[src/rtl/noc_inject_pkg.sv]
// Shared definitions for the NoC flit injector: header field positions,
// FSM state encoding and the default flit width.
package noc_inject_pkg;

  localparam int FLIT_WIDTH_DEF = 64;

  localparam int HDR_CHIPID_MSB = 63;
  localparam int HDR_CHIPID_LSB = 50;
  localparam int HDR_X_MSB      = 49;
  localparam int HDR_X_LSB      = 42;
  localparam int HDR_Y_MSB      = 41;
  localparam int HDR_Y_LSB      = 34;
  localparam int HDR_FBITS_MSB  = 33;
  localparam int HDR_FBITS_LSB  = 30;
  localparam int HDR_LEN_MSB    = 29;
  localparam int HDR_LEN_LSB    = 22;
  localparam int HDR_MSG_MSB    = 21;
  localparam int HDR_MSG_LSB    = 14;
  localparam int HDR_TAG_MSB    = 13;
  localparam int HDR_TAG_LSB    = 6;

  localparam logic [1:0] ST_IDLE = 2'd0;
  localparam logic [1:0] ST_HEAD = 2'd1;
  localparam logic [1:0] ST_BODY = 2'd2;

  // Low six header bits are reserved and always zero.
  function automatic logic [63:0] build_header(
    input logic [13:0] chipid,
    input logic [7:0]  x,
    input logic [7:0]  y,
    input logic [3:0]  fbits,
    input logic [7:0]  len,
    input logic [7:0]  msg_type,
    input logic [7:0]  tag
  );
    logic [63:0] h;
    h = '0;
    h[HDR_CHIPID_MSB:HDR_CHIPID_LSB] = chipid;
    h[HDR_X_MSB:HDR_X_LSB]           = x;
    h[HDR_Y_MSB:HDR_Y_LSB]           = y;
    h[HDR_FBITS_MSB:HDR_FBITS_LSB]   = fbits;
    h[HDR_LEN_MSB:HDR_LEN_LSB]       = len;
    h[HDR_MSG_MSB:HDR_MSG_LSB]       = msg_type;
    h[HDR_TAG_MSB:HDR_TAG_LSB]       = tag;
    return h;
  endfunction

endpackage

[src/rtl/noc_credit_counter.sv]
// Downstream buffer credit tracker: starts full, one credit per sent flit,
// one back per yummy, saturating at CREDITS with a sticky overflow flag.
module noc_credit_counter #(
  parameter int CREDITS = 4
) (
  input  logic clk,
  input  logic rst_n,
  input  logic send,
  input  logic yummy,
  output logic avail,
  output logic ovf
);

  localparam int CW = $clog2(CREDITS + 1);
  localparam logic [CW-1:0] FULL = CW'(CREDITS);
  localparam logic [CW-1:0] ONE  = CW'(1);

  logic [CW-1:0] count;

  assign avail = (count != '0);

  always_ff @(posedge clk or negedge rst_n) begin
    if (!rst_n) begin
      count <= FULL;
      ovf   <= 1'b0;
    end else if (send && avail && !yummy) begin
      count <= count - ONE;
    end else if (yummy && !(send && avail)) begin
      if (count == FULL) begin
        ovf <= 1'b1;
      end else begin
        count <= count + ONE;
      end
    end
  end

endmodule

[src/rtl/noc_flit_injector.sv]
// NoC packet transmitter: header plus req_len body flits, each gated by a
// downstream credit. Optional trace output under NOC_INJECT_TRACE_EN.
module noc_flit_injector
  import noc_inject_pkg::*;
#(
  parameter int FLIT_WIDTH = FLIT_WIDTH_DEF,
  parameter int CREDITS    = 4,
  parameter int CNT_WIDTH  = 32
) (
  input  logic                  clk,
  input  logic                  rst_n,
  input  logic                  req_val,
  output logic                  req_rdy,
  input  logic [13:0]           req_chipid,
  input  logic [7:0]            req_x,
  input  logic [7:0]            req_y,
  input  logic [3:0]            req_fbits,
  input  logic [7:0]            req_len,
  input  logic [7:0]            req_msg_type,
  input  logic [7:0]            req_tag,
  input  logic [63:0]           req_seed,
  output logic                  out_valid,
  output logic [FLIT_WIDTH-1:0] out_data,
  input  logic                  in_yummy,
  output logic                  busy,
  output logic [CNT_WIDTH-1:0]  flits_sent,
  output logic                  err_credit_ovf
);

  logic [1:0]            state;
  logic [63:0]           hdr_q;
  logic [63:0]           seed_q;
  logic [7:0]            remaining_q;
  logic [7:0]            idx_q;
  logic                  avail;
  logic                  send;
  logic [FLIT_WIDTH-1:0] flit_data;

  assign req_rdy   = (state == ST_IDLE);
  assign busy      = (state != ST_IDLE);
  assign send      = ((state == ST_HEAD) || (state == ST_BODY)) && avail;
  assign flit_data = (state == ST_HEAD) ? hdr_q : (seed_q + {56'd0, idx_q});

  noc_credit_counter #(.CREDITS(CREDITS)) u_credits (
    .clk   (clk),
    .rst_n (rst_n),
    .send  (send),
    .yummy (in_yummy),
    .avail (avail),
    .ovf   (err_credit_ovf)
  );

  // out_data keeps the last flit after out_valid drops.
  always_ff @(posedge clk or negedge rst_n) begin
    if (!rst_n) begin
      state       <= ST_IDLE;
      hdr_q       <= '0;
      seed_q      <= '0;
      remaining_q <= '0;
      idx_q       <= '0;
      out_valid   <= 1'b0;
      out_data    <= '0;
      flits_sent  <= '0;
    end else begin
      out_valid <= send;
      if (send) begin
        out_data   <= flit_data;
        flits_sent <= flits_sent + CNT_WIDTH'(1);
      end
      case (state)
        ST_IDLE: begin
          if (req_val) begin
            hdr_q       <= build_header(req_chipid, req_x, req_y, req_fbits,
                                        req_len, req_msg_type, req_tag);
            seed_q      <= req_seed;
            remaining_q <= req_len;
            idx_q       <= '0;
            state       <= ST_HEAD;
          end
        end
        ST_HEAD: begin
          if (avail) begin
            state <= (remaining_q == 8'd0) ? ST_IDLE : ST_BODY;
          end
        end
        ST_BODY: begin
          if (avail) begin
            idx_q       <= idx_q + 8'd1;
            remaining_q <= remaining_q - 8'd1;
            if (remaining_q == 8'd1) begin
              state <= ST_IDLE;
            end
          end
        end
        default: state <= ST_IDLE;
      endcase
    end
  end

`ifdef NOC_INJECT_TRACE_EN
  logic ovf_d;

  always @(negedge clk) begin
    if (out_valid) begin
      $display("%d: INJECT flit data: 0x%x", $time, out_data);
    end
    if (err_credit_ovf && !ovf_d) begin
      $display("%d : Simulation -> FAIL. noc_flit_injector: credit overflow", $time);
    end
    ovf_d <= err_credit_ovf;
  end
`else
`endif

endmodule

[config.mk]
export PLATFORM = sky130hd
export DESIGN_NAME = noc_flit_injector
export DESIGN_NICKNAME = d
export VERILOG_FILES = /design/src/rtl/noc_inject_pkg.sv /design/src/rtl/noc_credit_counter.sv /design/src/rtl/noc_flit_injector.sv
export SDC_FILE = /design/constraint.sdc
export NUM_CORES = 1
export LEC_CHECK = 0
export ABC_CLOCK_PERIOD_IN_PS = 4400
export CORE_MARGIN = 3
export CORE_UTILIZATION = 45
export DETAILED_ROUTE_END_ITERATION = 8
export PLACE_DENSITY = 0.71
export SLEW_MARGIN = 20
export SYNTH_ARGS = -nofsm -noshare
export SYNTH_HDL_FRONTEND = slang
export SYNTH_SLANG_ARGS = --single-unit
[constraint.sdc]
create_clock -name clk -period 4.4 [get_ports clk]
set_input_delay 0.44 -clock clk [delete_from_list [all_inputs] [get_ports clk]]
set_output_delay 0.44 -clock clk [all_outputs]
set_load 0.05 [all_outputs]
==> results of run 1 <==
-- worst min-delay path by stage --
stage | endpoint | slack, ps | cells after the start
2_1_floorplan | flits_sent[0] | 140 | 0
3_3_place_gp | out_data[9] | 460 | 2
3_5_place_dp | u_credits.ovf | 460 | 1
4_1_cts | flits_sent[25] | 30 | 1
5_1_grt | flits_sent[27] | 50 | 1
6_report | flits_sent[25] | -30 | 1
-- cell families (layout without fill, tap and decap cells) --
| logic type | count (synthesis) | after routing | synth area share |
|---|---|---|---|
| flip-flops | 241 | 241 | 0.512 |
| multiplexers | 131 | 131 | 0.124 |
| adder cells (fa/ha/maj) | 20 | 20 | 0.0225 |
| AO/OA/AOI/OAI | 208 | 208 | 0.108 |
| XOR/XNOR | 88 | 88 | 0.0654 |
| AND/OR/NAND/NOR | 314 | 314 | 0.140 |
| other | 0 | 2 | 0 |
| buffers and inverters | 82 | 312 | 0.0276 |
-- per-stage QoR --
step / power [mW] / instance area, um2 / hold slack [ps] / util
2_1_floorplan: 7.86 / 11800 / 144 / -
3_3_place_gp: 9.60 / 14400 / 460 / 0.564
3_5_place_dp: 9.76 / 14400 / 462 / 0.564
4_1_cts: 11.9 / 15200 / 25.6 / 0.596
5_1_grt: 12.6 / 15200 / 54.5 / 0.596
6_report: 11.9 / 15200 / -26.0 / 0.596
-- placed cells by master (no fill, tap or decap), types with 3 or more instances in the layout --
master / n
a2111oi_0: 3
a2111oi_2: 7
a211oi_1: 7
a21oi_1: 85
a31oi_1: 4
and3_1: 33
and4_1: 3
buf_4: 8
clkbuf_1: 8
clkbuf_16: 27
clkbuf_8: 6
clkdlybuf4s50_1: 224
clkinv_2: 4
clkinvlp_4: 3
dfrtp_1: 240
ha_1: 17
inv_1: 28
mux2_2: 124
mux2i_1: 7
nand2_1: 62
nand2b_1: 3
nand3_1: 53
nand4_1: 29
nor2_1: 64
nor2b_1: 4
nor3_1: 18
nor4_1: 7
nor4_2: 3
o211ai_1: 5
o21ai_0: 43
o22ai_1: 31
o31ai_1: 3
or2_2: 4
or3_1: 11
xnor2_1: 71
xor2_1: 17
-- power by group --
part	internal (mW)	switching [mW]	leakage [nW]
sequential	3.24	0.944	2.92
combinational	2.19	3.38	2.80
clock	1.23	0.887	0.401
-- flip-flops by register name, summed over array words and instances (netlist names) --
signal           flops
idx_q                8
seed_q              64
remaining_q          8
flits_sent          32
u_credits.ovf        1
state                2
u_credits.count      3
out_data            64
out_valid            1
hdr_q               58
-- synth_stat cells, drive strengths merged, types with 29 or more instances --
library cell  count  area share
and3             35       0.019
xnor2            71       0.053
nor2             64       0.020
nand2            64       0.020
nand3            54       0.023
inv              29      0.0092
a21oi            86       0.037
clkbuf           43       0.014
nand4            31       0.019
mux2            124        0.12
o21ai            45       0.019
o22ai            31       0.016
dfrtp           240        0.51
-- cell type report --
class / instances / share of cell area
Clock inverter: 7 / 0.00280
Timing Repair Buffer: 235 / 0.155
Antenna cell: 2 / 0.000329
Inverter: 29 / 0.00717
Clock buffer: 41 / 0.0519
Multi-Input combinational cell: 761 / 0.358
Tap cell: 330 / 0.0272
Sequential cell: 241 / 0.397
-- metal layers --
metal  vias to the layer above  share of wire  track usage
met5                         -        0.00040            0
met4                         2          0.027       0.0623
met3                        57          0.060       0.0371
met2                       328           0.47        0.353
met1                      4615           0.45        0.322
li1                       4338              -            -
==> out/results.tsv, run 1 <==
stage	metric	value	unit
worst_setup_path	timing.rr.start	idx_q[0]	
layout	areaGrowthSynthToFinish	29.0	%
timing	post-route-period-util	0.659	
layout	drive_above_1_share	0.159	
timing	max_freq	345	MHz
timing	slew_headroom	0.269	
synthesis	yosys_warnings	0	
floorplanning	ios	226	
grt	grt_pass1_wl	51.3	mm
timing	skew	18.7	ps
synthesis	synth-edff-count	0	
worst_setup_path	crit_chain	ha_1, inv_1, fa_1, nand2b_1, a21oi_1, o21ai_2, or3_1, a31oi_1, mux2_2	
floorplanning	coreArea	25500	um2
worst_setup_path	critPathMaxFanout	18	
worst_setup_path	critPathKind	reg2reg	
floorplanning	die_area	28200	um2
worst_setup_path	critPathLaunch	idx_q[0]	
cts	h-tree-depth	1	
synthesis	syn-cell-area	11800	um2
timing	fin_hold_ws	-26.0	ps
cts	cts_buffers	27	
placed_design	place_hpwl	22.4	mm
layout	multi_input_area	5450	um2
run_status	outcome	complete, but fails checks	
cts	cts_hold_buf	0	
routing	drt_iter0_markers	742	
routing	ant_nets	0	
routing	drt-total-wl	32.1	mm
cts	postCtsSetupBuffers	0	
synthesis	ys_seq_area_frac	0.512	
power_and_ir_drop	power_leakage	6.11	nW
timing	fin_tns_setup	0	ps
placed_design	place_congestion	0.859	
synthesis	async_flop_share	1.00	
timing	worstMarginPinSlew	1100	ps
worst_setup_path	crit_arrival	3370	ps
synthesis	syn_nets	1230	
worst_hold_path	holdCritPathClass	in2async	
synthesis	synth.distinct_cells	62	
layout	fill_cells	2131	
routing	wl_per_cell	19.5	um
timing	finalCriticalPeriod	2900	ps
cts	root_buffer	clkbuf_16	
layout	register_area	6030	um2
floorplanning	row_count	58	
worst_setup_path	crit_buf_inv	1	
worst_setup_path	crit_family	compound AO/OA/AOI/OAI gates	
power_and_ir_drop	ir_worst_vdd	548	uV
worst_setup_path	r2r_slack	1500	ps
synthesis	synth_ff_type	dfrtp_1	
flow_run	drv_cap	0	
synthesis	synth.avg_cell_area	10.9	um2
cts	cts_resized	0	
timing	setup_violations	0	
grt	grt_pass1_vias	9292	
worst_setup_path	path_depth	9	
cts	clock_latency	530	ps
routing	viasPerCell	5.67	
grt	grt_max_degree	113	
timing	hold_viol	20	
routing	drc_errors	0	
worst_setup_path	crit_slowest_cell	or3_1	
synthesis	postSynthCellCount	1084	
synthesis	ys_ff_latch	241	
cts	cts.sinks	241	
worst_setup_path	r2r_cells	9	
routing	dr_total_vias	9340	
cts	cts.clk_slew.worst_paths	60	ps
worst_setup_path	critPathRequiredTime	4870	ps
placed_design	pre_cts_slack	1520	ps
grt	grt_antenna_before_repair	3	
grt	grt-ovfl-total	0	
floorplanning	initial_core_util	0.463	
floorplanning	die_x	168	um
floorplanning	die_h	168	um
worst_setup_path	timing.rr.end	out_data[36]	
cts	clockBufferDepth	3	
cts	cts_tree	done	
timing	setup_slack	1500	ps
worst_setup_path	slowest_delay	460	ps
worst_setup_path	startpoint_type	flop	
layout	layout.cells.non_filler	1646	
placed_design	io_buffers	225	
worst_setup_path	crit_path_end_kind	flop	
routing	drtPass1Iterations	5	
timing	rsz0062_at_grt	no	
layout	nNetsFinal	1441	
placed_design	place_inst	1596	
timing	maxSlewViolCount	0	
grt	track_usage	0.224	
power_and_ir_drop	powerDensity	781	nW/um2
run_status	violations	negative hold slack	
worst_setup_path	crit_end	out_data[36]	
(Power assumes the default switching activity.)
==> run 2, diff against run 1 <==
Settings changed: ABC_CLOCK_PERIOD_IN_PS 4400 to 2330, PLACE_DENSITY 0.71 to 0.74.
Clock period 4.4 ns to 2.33 ns, I/O delays scaled along.
==> run 2 against run 1 <==
Effect of this change: the run ends with negative setup slack left; global-route usage up 1.1 points; count of clock-buffer cells in the layout shrank 7; sequential share of layout area decreased by 3.0 points; first-iteration DRC count is 0.54% lower; combinational power rose by 110%; maximum frequency increased by 23%; highest routed layer is now met4.
==> out/results.tsv, run 2 (same netlist as run 1, synthesis figures left out) <==
stage	metric	value	unit	change
run_status	outcome	complete, but fails checks		unchanged
run_status	violations	negative setup slack		was negative hold slack
routing	viasPerCell	5.65		was 5.67
power_and_ir_drop	ir_worst_vdd	935	uV	was 548 uV
placed_design	pre_cts_slack	-105	ps	was 1520 ps
layout	layout.cells.non_filler	1720		was 1646
routing	ant_nets	0		unchanged
layout	register_area	6030	um2	unchanged
routing	drc_errors	0		unchanged
floorplanning	ios	226		unchanged
flow_run	drv_cap	0		unchanged
grt	grt_pass1_vias	9872		was 9292
cts	cts.sinks	241		unchanged
worst_setup_path	critPathKind	reg2reg		unchanged
cts	clockBufferDepth	3		unchanged
timing	rsz0062_at_grt	yes		was no
routing	drt_iter0_markers	738		was 742
routing	dr_total_vias	9716		was 9340
grt	track_usage	0.235		was 0.224
cts	cts_buffers	26		was 27
routing	drt-total-wl	34.3	mm	was 32.1 mm
worst_setup_path	critPathRequiredTime	2800	ps	was 4870 ps
layout	areaGrowthSynthToFinish	39.6	%	was 29.0%
layout	n_antenna_cell	0		was 2
floorplanning	die_h	168	um	unchanged
timing	skew	15.9	ps	was 18.7 ps
timing	maxSlewViolCount	0		unchanged
power_and_ir_drop	power_leakage	6.82	nW	was 6.11 nW
cts	h-tree-depth	1		unchanged
cts	cts_tree	done		unchanged
timing	post-route-period-util	1.01		was 0.659
layout	nNetsFinal	1517		was 1441
grt	grt_max_degree	81		was 113
power_and_ir_drop	powerDensity	1450	nW/um2	was 781 nW/um2
worst_hold_path	holdCritPathClass	in2async		unchanged
placed_design	io_buffers	225		unchanged
placed_design	place_congestion	0.866		was 0.859
worst_setup_path	crit_path_end_kind	flop		unchanged
timing	hold_viol	0		was 20
worst_setup_path	critPathMaxFanout	5		was 18
floorplanning	row_count	58		unchanged
grt	grt-ovfl-total	0		unchanged
layout	fill_cells	1979		was 2131
worst_setup_path	crit_arrival	2840	ps	was 3370 ps
floorplanning	die_area	28200	um2	unchanged
timing	worstMarginPinSlew	588	ps	was 1100 ps
timing	max_freq	423	MHz	was 345 MHz
cts	clock_latency	540	ps	was 530 ps
layout	top_regs	out_data x64, seed_q x64, hdr_q x58		unchanged
placed_design	place_inst	1659		was 1596
timing	fin_tns_setup	-58.6	ps	was 0 ps
layout	final_common_cell	dfrtp_1		unchanged
timing	finalCriticalPeriod	2360	ps	was 2900 ps
cts	root_buffer	clkbuf_16		unchanged
floorplanning	die_x	168	um	unchanged
routing	drtPass1Iterations	7		was 5
layout	drive_above_1_share	0.239		was 0.159
cts	cts.clk_slew.worst_paths	60	ps	about the same
timing	slew_headroom	0.607		was 0.269
worst_setup_path	startpoint_type	flop		unchanged
placed_design	place_hpwl	23.3	mm	was 22.4 mm
grt	grt_pass1_wl	53.7	mm	was 51.3 mm
floorplanning	coreArea	25500	um2	unchanged
timing	setup_slack	-32.8	ps	was 1500 ps
routing	wl_per_cell	19.9	um	was 19.5 um
grt	grt_antenna_before_repair	0		was 3
floorplanning	initial_core_util	0.463		unchanged
layout	multi_input_area	5860	um2	was 5450 um2
layout	final_cell_mix	dfrtp_1 (240), clkdlybuf4s50_1 (222), mux2_2 (124), a21oi_1 (82)		was dfrtp_1 (240), clkdlybuf4s50_1 (224), mux2_2 (124), a21oi_1 (85), xnor2_1 (71)
timing	setup_violations	3		was 0
[run 2: cell types whose count changed in the layout (fill, tap and decap cells not counted), sizes merged, moves of 4 or more]
cell    previous run  this run
buf               11        87
clkbuf            41        34
bufinv             0         4
clkinv             4         8
[run 2: power by group]
part           internal (mW)  switching (mW)  leakage, nW
logic                   4.77            6.97         3.44
registers               6.12            1.57         2.92
clock network           2.73            1.72        0.465
[run 2: through the flow]
| step | power (mW) | utilization | instance area, um2 | hold slack (ps) |
|---|---|---|---|---|
| finish | 23.9 | 0.646 | 16400 | 229 |
| global route | 25.2 | 0.646 | 16400 | 286 |
| CTS | 23.8 | 0.630 | 16100 | 261 |
| detailed placement | 19.2 | 0.587 | 15000 | 225 |
| global placement | 18.9 | 0.587 | 15000 | 222 |
| floorplan | 15.0 | - | 11800 | -62.6 |
[run 2: path summary, 6_finish.rpt]
check                                from            endpoint  slack [ps]  depth (start not counted)
setup / recovery                 idx_q[6]        out_data[36]         -30                          9
hold / removal                      rst_n      flits_sent[24]         230                          2
setup reg to reg                 idx_q[6]        out_data[36]         -30                          9
hold reg to reg            flits_sent[31]      flits_sent[31]         470                          1
max in group asynchronous           rst_n  u_credits.count[2]        1290                          3
min in group clk             req_seed[37]          seed_q[37]         310                          2
[run 2: what timing repair did]
action / in CTS / in global routing
cloned: 2 / 0
buffers inserted: 2 / 9
hold endpoints to repair: 58 / 0
setup endpoints to repair: 12 / 48
pin swaps: 3 / 43
gates resized for setup: 18 / 55
hold buffers: 1 / 0
[run 2: worst max-delay path, stage by stage (launching register included)]
cell	delay [ps]
dfrtp_1	420
ha_4	290
o21ai_2	60
a2111oi_2	370
buf_4	190
o21ai_4	100
buf_12	180
or3_1	370
a31oi_1	160
mux2_2	160
[run 2: cell type report]
type | count | area share
repair buffers | 312 | 0.189
multi-input cells | 761 | 0.356
well taps | 330 | 0.0251
clock inverters | 13 | 0.0102
inverters | 29 | 0.00662
flip-flops and latches | 241 | 0.367
clock buffers | 34 | 0.0463
[run 2: routing by layer]
metal / vias to the layer above / wire length, um / GRT usage
li1: 4480 / - / -
met3: 68 / 1940 / 0.0326
met1: 4830 / 14900 / 0.335
met2: 338 / 16500 / 0.380
met5: - / 0 / 0
met4: 0 / 978 / 0.0630
==> run 3, diff against run 2 <==
Settings changed: ABC_AREA from default to 1, PLACE_DENSITY 0.74 to 0.72.
==> run 3 against run 2 <==
Effect of this change: the run now ends clean; via count up 32%; register-to-register slack better by 190 ps; sequential power down 1%.
==> out/results.tsv, run 3 <==
stage	metric	value	unit	change
routing	drt-total-wl	43.2	mm	was 34.3 mm
timing	fin_tns_setup	0	ps	was -58.6 ps
floorplanning	die_x	178	um	was 168 um
layout	final_cell_mix	nand2_1 (690), dfrtp_1 (240), clkdlybuf4s50_1 (222), inv_1 (195), nand3_1 (127)		was dfrtp_1 (240), clkdlybuf4s50_1 (222), mux2_2 (124), a21oi_1 (82)
synthesis	syn_nets	1976		was 1230
floorplanning	die_h	178	um	was 168 um
timing	post-route-period-util	0.935		was 1.01
synthesis	ys_ff_latch	241		unchanged
synthesis	synth_common_cells	nand2_1 (693), dfrtp_1 (240), inv_1 (197)		was dfrtp_1 (240), mux2_2 (124), a21oi_1 (86)
timing	maxSlewViolCount	0		unchanged
cts	clock_latency	550	ps	was 540 ps
cts	cts_tree	done		unchanged
placed_design	io_buffers	225		unchanged
power_and_ir_drop	p_clk_frac	0.184		was 0.186
routing	drtPass1Iterations	5		was 7
synthesis	synth_top_cell_by_area	dfrtp_1		unchanged
synthesis	synth-edff-count	0		unchanged
synthesis	synth_most_common_cell	nand2_1		was dfrtp_1
placed_design	place_congestion	0.987		was 0.866
layout	n_antenna_cell	0		unchanged
layout	nNetsFinal	2207		was 1517
synthesis	yosys_warnings	0		unchanged
worst_setup_path	critPathRequiredTime	2760	ps	was 2800 ps
worst_hold_path	holdCritPathClass	in2reg		was in2async
power_and_ir_drop	p_int	12.4	mW	was 13.6 mW
placed_design	place_hpwl	32.5	mm	was 23.3 mm
floorplanning	coreArea	28900	um2	was 25500 um2
layout	top_regs	out_data x64, seed_q x64, hdr_q x58		unchanged
floorplanning	row_count	62		was 58
worst_setup_path	critPathKind	reg2reg		unchanged
timing	rsz0062_at_grt	no		was yes
synthesis	synth.distinct_cells	46		was 62
routing	drt_iter0_markers	1101		was 738
placed_design	place_inst	2415		was 1659
grt	grtUsageMet1	0.398		was 0.335
timing	worstMarginPinSlew	641	ps	was 588 ps
synthesis	synth.avg_cell_area	7.26	um2	was 10.9 um2
cts	clockBufferDepth	3		unchanged
routing	ant_nets	0		unchanged
worst_setup_path	crit_path_end_kind	flop		unchanged
power_and_ir_drop	ir_worst_vdd	948	uV	was 935 uV
cts	postCtsSetupBuffers	0		was 2
synthesis	synth_ff_type	dfrtp_1		unchanged
power_and_ir_drop	swShare	0.474		was 0.430
grt	use_met3	0.0558		was 0.0326
timing	fin_hold_ws	213	ps	was 229 ps
power_and_ir_drop	power_leakage	8.17	nW	was 6.82 nW
floorplanning	initial_core_util	0.460		was 0.463
routing	drc_errors	0		unchanged
grt	grtUsageMet2	0.422		was 0.380
flow_run	drv_cap	0		unchanged
layout	drive_above_1_share	0.0678		was 0.239
synthesis	postSynthCellCount	1830		was 1084
grt	grt_pass1_wl	67.7	mm	was 53.7 mm
timing	hold_viol	0		unchanged
layout	layout.cells.non_filler	2463		was 1720
timing	slew_headroom	0.572		was 0.607
layout	stdcell_area	17100	um2	was 16400 um2
run_status	outcome	finished clean		was complete, but fails checks
power_and_ir_drop	powerDensity	1380	nW/um2	was 1450 nW/um2
grt	top_usage_layer	met2		unchanged
synthesis	ys_seq_area_frac	0.454		was 0.512
grt	track_usage	0.273		was 0.235
power_and_ir_drop	p_comb_frac	0.495		was 0.492
routing	dr_total_vias	12900		was 9716
synthesis	yosys-top-cells-area	dfrtp_1 (45%), nand2_1 (20%), inv_1 (5.6%)		was dfrtp_1 (51%), mux2_2 (12%), xnor2_1 (5.3%)
synthesis	async_flop_share	1.00		unchanged
cts	cts_buffers	27		was 26
timing	skew	17.4	ps	was 15.9 ps
cts	root_buffer	clkbuf_16		unchanged
layout	areaGrowthSynthToFinish	28.8	%	was 39.6%
layout	final_common_cell	nand2_1		was dfrtp_1
routing	viasPerCell	5.22		was 5.65
timing	setup_violations	0		was 3
timing	finalCriticalPeriod	2180	ps	was 2360 ps
power_and_ir_drop	p_seq_frac	0.321		was 0.322
layout	fill_cells	2683		was 1979
placed_design	dpl_cell_area	16200	um2	was 15000 um2
cts	h-tree-depth	1		unchanged
timing	max_freq	459	MHz	was 423 MHz
power_and_ir_drop	p_sw	11.2	mW	was 10.3 mW
cts	cts.sinks	241		unchanged
floorplanning	die_area	31600	um2	was 28200 um2
synthesis	syn-cell-area	13300	um2	was 11800 um2
grt	grt_max_degree	96		was 81
floorplanning	ios	226		unchanged
worst_setup_path	critPathMaxFanout	11		was 5
routing	wl_per_cell	17.5	um	was 19.9 um
cts	cts.clk_slew.worst_paths	60	ps	about the same
worst_setup_path	startpoint_type	flop		unchanged
grt	grt_antenna_before_repair	0		unchanged
worst_setup_path	crit_arrival	2610	ps	was 2840 ps
grt	grt-ovfl-total	0		unchanged
grt	grt_pass1_vias	12300		was 9872
synthesis	synth_top_area_frac	0.452		was 0.510
-- run 3: critical path: stages (launching register included) --
cell and delay (ps):
dfrtp_1 400, ha_1 350, nand2_1 80, nand2_1 60
inv_1 40, nor2_1 240, inv_1 140, nand3_4 230
nand2_1 140, a21oi_1 130, o21ai_1 120, nand2_1 80
nand2_1 50
-- run 3: layout make-up --
class | count | area (um2) | area share
multi-input cells | 1325 | 6270 | 0.366
flip-flops and latches | 241 | 6030 | 0.353
repair buffers | 263 | 2670 | 0.156
inverters | 203 | 769 | 0.0450
clock buffers | 38 | 757 | 0.0443
well taps | 384 | 480 | 0.0281
clock inverters | 9 | 130 | 0.00761
-- run 3: what timing repair did --
| action | in CTS | in global routing |
|---|---|---|
| resized for setup | 2 | 12 |
| endpoints found under the hold margin | 67 | 0 |
| gates cloned | 0 | 0 |
| setup endpoints to repair | 2 | 20 |
| pin swaps | 0 | 1 |
| hold buffers | 1 | 0 |
-- run 3: cells by family after synthesis --
family                   after synthesis  share of synthesized area
AND/OR/NAND/NOR                     1052                      0.335
buffers and inverters                264                     0.0788
flip-flops                           241                      0.454
AO/OA/AOI/OAI                        206                     0.0808
XOR/XNOR                              47                     0.0310
adder cells (fa/ha/maj)               20                     0.0200
-- run 3: per-stage QoR --
stage	power, mW	util	worst slack [ps]
after floorplan	15.0	-	4.95
after detailed placement	19.2	0.560	68.5
after global routing	25.3	0.593	0.936
final	23.6	0.593	152
after global placement	19.0	0.560	136
after CTS	23.7	0.591	57.7
-- run 3: path summary, 6_finish.rpt --
kind / from / end / slack, ps / cells after the start
max reg2reg: idx_q[7] / out_data[18] / 150 / 12
min in group asynchronous: rst_n / flits_sent[14] / 270 / 2
max: idx_q[7] / out_data[18] / 150 / 12
min: req_chipid[8] / hdr_q[58] / 210 / 3
max in group asynchronous: rst_n / seed_q[40] / 1290 / 3
min reg2reg: u_credits.ovf / u_credits.ovf / 480 / 1
-- run 3: power groups by stage --
stage          combinational [mW]  sequential (mW)  clock (mW)
3_3_place_gp                 11.5             7.56           0
3_5_place_dp                 11.6             7.57           0
6_report                     11.7             7.58        4.35
4_1_cts                      11.7             7.54        4.43
2_1_floorplan                5.80             9.21           0
5_1_grt                      12.9             7.79        4.57
-- run 3: layer usage --
layer	wire, um	vias to the layer above
met5	0	-
li1	-	6247
met2	18900	480
met1	19700	6072
met4	822	0
met3	3780	55
